<file path="config.mk">
export PLATFORM = sky130hd
export DESIGN_NAME = clock_enable_gen_flat
export DESIGN_NICKNAME = d
export VERILOG_FILES = /design/src/rtl/clock_enable_gen_if.sv /design/src/rtl/clock_enable_gen.sv /design/src/flat_wrapper.sv
export SDC_FILE = /design/constraint.sdc
export NUM_CORES = 1
export LEC_CHECK = 0
export ABC_AREA = 1
export BUFFER_PORTS_ARGS = -buffer_cell sky130_fd_sc_hd__buf_2
export CORE_MARGIN = 2
export CORE_UTILIZATION = 60
export DETAILED_ROUTE_END_ITERATION = 8
export PLACE_DENSITY = 0.77
export SYNTH_ARGS = -nofsm -noshare
export SYNTH_HDL_FRONTEND = slang
export SYNTH_SLANG_ARGS = --single-unit
</file>
<file path="constraint.sdc">
create_clock -name clk -period 2.6 [get_ports clk]
set_clock_uncertainty 0.15 [all_clocks]
set_input_delay 0.52 -clock clk [delete_from_list [all_inputs] [get_ports clk]]
set_output_delay 0.52 -clock clk [all_outputs]
set_load 0.05 [all_outputs]
</file>
<file path="src/rtl/clock_enable_gen_if.sv">
// Configuration and tick bundle for clock_enable_gen. Channel i of div_val sits at [i*CNT_WIDTH +: CNT_WIDTH].
// The master drives divisors and controls. The slave (the generator) drives tick/level/busy.
interface clock_enable_gen_if #(
  parameter int CHANNELS  = 4,
  parameter int CNT_WIDTH = 26
);
  logic [CHANNELS*CNT_WIDTH-1:0] div_val;
  logic [CHANNELS-1:0]           ch_en;
  logic [CHANNELS-1:0]           mode;
  logic [CHANNELS-1:0]           start;
  logic                          sync;
  logic [CHANNELS-1:0]           tick;
  logic [CHANNELS-1:0]           level;
  logic [CHANNELS-1:0]           busy;

  modport master (
    output div_val, ch_en, mode, start, sync,
    input  tick, level, busy
  );

  modport slave (
    input  div_val, ch_en, mode, start, sync,
    output tick, level, busy
  );
endinterface

</file>
<file path="src/rtl/clock_enable_gen.sv">
// Per-channel periodic/one-shot tick generator on clk. First periodic tick is D+1 edges after the load edge; one-shot tick is D+1 edges after start.
// No backpressure: ticks are fire-and-forget single-cycle enables, and all outputs are registered.
module clock_enable_gen #(
  parameter int CHANNELS  = 4,
  parameter int CNT_WIDTH = 26
) (
  input  logic               clk,
  input  logic               rst_n,
  clock_enable_gen_if.slave  bus
);

  logic [CHANNELS-1:0] tick_v;
  logic [CHANNELS-1:0] level_v;
  logic [CHANNELS-1:0] busy_v;

  for (genvar i = 0; i < CHANNELS; i++) begin : g_ch
    logic [CNT_WIDTH-1:0] d;
    logic [CNT_WIDTH-1:0] cnt_q;
    logic                 run_q;
    logic                 mode_q;
    logic                 tick_q;
    logic                 level_q;
    logic                 cnt_zero;

    assign d        = bus.div_val[i*CNT_WIDTH +: CNT_WIDTH];
    assign cnt_zero = (cnt_q == '0);

    always_ff @(posedge clk or negedge rst_n) begin
      if (!rst_n) begin
        cnt_q   <= '0;
        run_q   <= 1'b0;
        mode_q  <= 1'b0;
        tick_q  <= 1'b0;
        level_q <= 1'b0;
      end else if (!bus.ch_en[i]) begin
        // Disabled: counter and level freeze so the LED state is kept.
        run_q  <= 1'b0;
        tick_q <= 1'b0;
      end else if (bus.sync) begin
        cnt_q   <= d;
        level_q <= 1'b0;
        tick_q  <= 1'b0;
        if (!mode_q) begin
          run_q <= 1'b1;
        end
      end else if (bus.mode[i] != mode_q) begin
        mode_q <= bus.mode[i];
        run_q  <= 1'b0;
        tick_q <= 1'b0;
        cnt_q  <= d;
      end else if (!mode_q) begin
        if (!run_q) begin
          cnt_q  <= d;
          run_q  <= 1'b1;
          tick_q <= 1'b0;
        end else if (cnt_zero) begin
          tick_q  <= 1'b1;
          level_q <= ~level_q;
          cnt_q   <= d;
        end else begin
          cnt_q  <= cnt_q - CNT_WIDTH'(1);
          tick_q <= 1'b0;
        end
      end else if (bus.start[i]) begin
        // A restart always reloads, but an expiry on the same edge still fires.
        cnt_q <= d;
        run_q <= 1'b1;
        if (run_q && cnt_zero) begin
          tick_q  <= 1'b1;
          level_q <= ~level_q;
        end else begin
          tick_q <= 1'b0;
        end
      end else if (run_q) begin
        if (cnt_zero) begin
          tick_q  <= 1'b1;
          level_q <= ~level_q;
          run_q   <= 1'b0;
        end else begin
          cnt_q  <= cnt_q - CNT_WIDTH'(1);
          tick_q <= 1'b0;
        end
      end else begin
        tick_q <= 1'b0;
      end
    end

    assign tick_v[i]  = tick_q;
    assign level_v[i] = level_q;
    assign busy_v[i]  = run_q;
  end

  assign bus.tick  = tick_v;
  assign bus.level = level_v;
  assign bus.busy  = busy_v;

endmodule

</file>
<file path="src/flat_wrapper.sv">
// flat-port wrapper written by rule: the top's interface ports become plain ports
module clock_enable_gen_flat 
#(
  parameter int CHANNELS  = 4,
  parameter int CNT_WIDTH = 26
)
  (clk, rst_n, bus_div_val, bus_ch_en, bus_mode, bus_start, bus_sync, bus_tick, bus_level, bus_busy);
  clock_enable_gen_if #(.CHANNELS(CHANNELS), .CNT_WIDTH(CNT_WIDTH)) bus_i ();
  input  logic clk;
  input  logic rst_n;
  input wire logic [$bits(bus_i.div_val)-1:0] bus_div_val;
  input wire logic [$bits(bus_i.ch_en)-1:0] bus_ch_en;
  input wire logic [$bits(bus_i.mode)-1:0] bus_mode;
  input wire logic [$bits(bus_i.start)-1:0] bus_start;
  input wire logic [$bits(bus_i.sync)-1:0] bus_sync;
  output wire logic [$bits(bus_i.tick)-1:0] bus_tick;
  output wire logic [$bits(bus_i.level)-1:0] bus_level;
  output wire logic [$bits(bus_i.busy)-1:0] bus_busy;
  assign bus_i.div_val = bus_div_val;
  assign bus_i.ch_en = bus_ch_en;
  assign bus_i.mode = bus_mode;
  assign bus_i.start = bus_start;
  assign bus_i.sync = bus_sync;
  assign bus_tick = bus_i.tick;
  assign bus_level = bus_i.level;
  assign bus_busy = bus_i.busy;
  clock_enable_gen #(.CHANNELS(CHANNELS), .CNT_WIDTH(CNT_WIDTH)) u_core (.clk(clk), .rst_n(rst_n), .bus(bus_i));
endmodule
</file>
==> impl_metrics.py <==
metrics = {
    "pwr": {
        "combPwrFrac_pct": 52.0,
        "cell_internal_pwr_mw": 6.16,
        "switching_share_pct": 48.9,
        "power_density_nw_per_um2": 849,
        "p_seq_share_pct": 27.2,
        "power.total_mw": 12.1,
        "peakVddDrop_v": 0.000531,
        "p_switching_mw": 5.90,
        "leakagePower_nw": 7.53,
        "pwr-share-clk_pct": 20.8,
    },
    "drt": {
        "drt-initial-drc-count": 1159,
        "post_drt_via_cell_ratio": 5.42,
        "antenna_left": 0,
        "first_pass_iters": 9,
        "drt-total-wl_mm": 37.0,
        "avgRoutedWirePerCell_um": 13.9,
        "vias": 14500,
        "drc": 0,
    },
    "sta": {
        "finalHoldViolCount": 0,
        "tns_ns": 0,
        "grt_setup_unrepaired": "false",
        "final_max_slew_viol_count": 0,
        "slew_headroom_pct": 47.5,
        "tightest_slew_ns": 0.786,
        "fin_crit_sh_pct": 95.4,
        "fin_crit_ns": 2.48,
        "fmax_mhz": 403,
        "setup_viol": 0,
    },
    "synthesis": {
        "netlist_instances": 2286,
        "synth_cell_types": 38,
        "netlist_area_um2": 12700,
        "synth_warnings": 0,
        "synth_nets": 2413,
        "synth_area_per_cell_um2": 5.56,
        "seq_area_frac_synth_pct": 23.6,
        "synth-seq-cells": 120,
    },
    "critical_path": {
        "critPathBufInv": 1,
        "cp_num_cells": 12,
        "slowest_delay_ns": 0.60,
        "r2r-end": "u_core.g_ch[1].cnt_q[8]",
        "worstPathCellList": "inv_1 > ha_1 > nand2_2 > nor2_4 > nand2_2 > nor2_2 > nor2_2 > nand2_1 > nand3_1 > nand3_1 > nand2_1 > nand2_1",
        "reg2reg_depth": 12,
        "path_delay_family": "simple AND/OR/NAND/NOR gates",
        "criticalPathCategory": "reg -> reg",
        "path_max_fanout": 16,
        "end_kind": "flop",
        "r2r-start": "u_core.g_ch[1].cnt_q[0]",
        "rrSetupSlack_ns": 0.12,
        "crit_required_ns": 2.76,
        "cp-start-kind": "flop",
        "arrival_ns": 2.64,
        "cpMostUsedCell": "nand2_1",
        "cp_slowest_cell": "nor2_2",
    },
    "floorplanning": {
        "start_util_pct": 60.8,
        "core_um2": 20900,
        "die_h_um": 150,
        "rows": 53,
        "die-area_um2": 22400,
        "io_pins": 131,
        "dieWidth_um": 150,
    },
    "clocking": {
        "cts.sinks": 120,
        "clk_latency_ns": 0.43,
        "cts_tree": "yes",
        "htreeDepth": 4,
        "path_clk_slew_ns": 0.06,
        "cts_buffer_depth": 2,
        "cts_buffers": 17,
        "clockRootBuffer": "clkbuf_16",
    },
    "grt": {
        "grt_max_degree": 61,
        "first_global_vias": 13500,
        "grtUsageTotal_pct": 33.9,
        "grt_pass1_wl_mm": 62.6,
        "antenna_found_initial": 2,
        "overflow": 0,
    },
    "placement": {
        "hpwl_mm": 25.7,
        "gp_congestion": 0.911,
        "io_buffers": 130,
    },
    "min_path": {
        "hold_class": "in -> reg",
        "hold_depth": 3,
        "hold_end": "u_core.g_ch[1].mode_q",
        "hold_path_startpoint": "bus_mode[1]",
    },
    "outcome": {
        "outcome": "finished clean",
    },
    "flow_run": {
        "maxCapViolations": 0,
    },
    "final_layout": {
        "n_fill_cell": 1948,
        "layout.nets": 2507,
        "layout_common_cells": "nand2_1 (797), nor2_1 (422), inv_1 (244)",
        "syn_to_final_growth_pct": 11.8,
        "final_layout_size_suffix_gt1_share_pct": 11.2,
        "final_common_cell": "nand2_1",
    },
}
[metrics by stage]
step / setup WS [ns] / util (%) / cells / cell area, um^2 / hold slack, ns
3_3_place_gp: 0.213 / 65.0 / 2635 / 13600 / 0.340
4_1_cts: 0.119 / 67.9 / 2668 / 14200 / 0.252
3_5_place_dp: 0.135 / 65.0 / 2635 / 13600 / 0.342
2_1_floorplan: 0.520 / - / 2286 / 12700 / 0.0744
6_report: 0.120 / 68.0 / 2669 / 14200 / 0.262
5_1_grt: 0.00895 / 67.9 / 2668 / 14200 / 0.260
[how the worst max path moves through the flow]
stage / slack [ns] / from / end
global route: 0.009 / u_core.g_ch[1].cnt_q[0] / u_core.g_ch[1].cnt_q[21]
detailed placement: 0.13 / u_core.g_ch[3].cnt_q[0] / u_core.g_ch[3].cnt_q[10]
CTS: 0.12 / u_core.g_ch[3].cnt_q[0] / u_core.g_ch[3].cnt_q[20]
floorplan: 0.52 / u_core.g_ch[3].cnt_q[0] / u_core.g_ch[3].cnt_q[13]
global placement: 0.21 / u_core.g_ch[3].cnt_q[0] / u_core.g_ch[3].cnt_q[23]
finish: 0.12 / u_core.g_ch[1].cnt_q[0] / u_core.g_ch[1].cnt_q[8]
[tightest hold or removal path, stage by stage]
cell,delay [ns]
buf_2,0.11
nor2_1,0.05
a21oi_1,0.11
[repair_timing]
action	CTS	global route
hold buffers	1	0
endpoints found under the setup margin	0	21
endpoints found under the hold margin	49	0
setup buffers	0	0
gates resized for setup	0	1
[sequential cells by signal, summed over array words and instances (netlist names)]
register             cells
u_core.g_ch.tick_q       4
u_core.g_ch.cnt_q      104
u_core.g_ch.run_q        4
u_core.g_ch.level_q      4
u_core.g_ch.mode_q       4
[synthesized netlist by cell type]
cell	n	area, um^2
a21oi_1	99	495
a221oi_1	2	17.5
a31oi_1	1	6.26
and2_1	1	6.26
and3_1	1	6.26
buf_1	5	18.8
buf_2	16	80.1
buf_4	26	195
buf_6	15	169
buf_8	1	15.0
clkbuf_1	39	146
clkinv_1	2	7.51
dfrtp_1	120	3000
ha_1	8	100
inv_1	244	916
inv_2	1	3.75
nand2_1	797	2990
nand2_2	9	56.3
nand2_4	3	33.8
nand3_1	190	951
nand3_2	5	50.1
nand3b_1	7	52.6
nand4_1	37	231
nor2_1	426	1600
nor2_2	20	125
nor2_4	13	146
nor2_8	1	20.0
nor3_1	7	35.0
nor4_1	1	6.26
o211ai_1	8	60.1
o21ai_0	86	430
o21ai_1	28	140
o21ai_2	1	8.76
o21ai_4	3	48.8
o21bai_1	18	135
o311ai_0	1	8.76
xnor2_1	26	228
xor2_1	18	158
[logic make-up after synthesis]
logic type	Yosys count	share of synthesized area [%]
adders and majority gates	8	0.788
xor gates and xnor gates	44	3.03
DFF	120	23.6
buffers and inverters	349	12.2
AOI/OAI and AO/OA	247	10.6
and+or+nand+nor	1518	49.7
[power by group through the flow]
stage          sequential, mW  clock (mW)  combinational, mW
6_report                 3.28        2.51               6.27
5_1_grt                  3.36        2.62               7.13
4_1_cts                  3.24        2.52               6.20
3_5_place_dp             3.26           0               6.15
3_3_place_gp             3.26           0               5.99
2_1_floorplan            3.02           0               4.82
[layer usage]
layer | track usage, % | up-vias | part of all wire [%]
met2 | 57.2 | 566 | 47
li1 | - | 7309 | -
met4 | 12.3 | 2 | 2.4
met3 | 5.67 | 80 | 7.4
met5 | 0 | - | 0.035
met1 | 43.6 | 6500 | 43
[area by class of cell]
| type | count | area, um^2 | area share [%] |
|---|---|---|---|
| multi-input cells | 1817 | 8180 | 57.6 |
| flip-flops and latches | 120 | 3000 | 21.2 |
| clock buffers | 20 | 457 | 3.22 |
| repair buffers | 177 | 1130 | 7.99 |
| clock inverters | 12 | 150 | 1.06 |
| well taps | 275 | 344 | 2.42 |
| diodes | 1 | 2.50 | 0.0176 |
| inverters | 247 | 927 | 6.53 |
No activity file was read; power rests on OpenSTA's default activity.
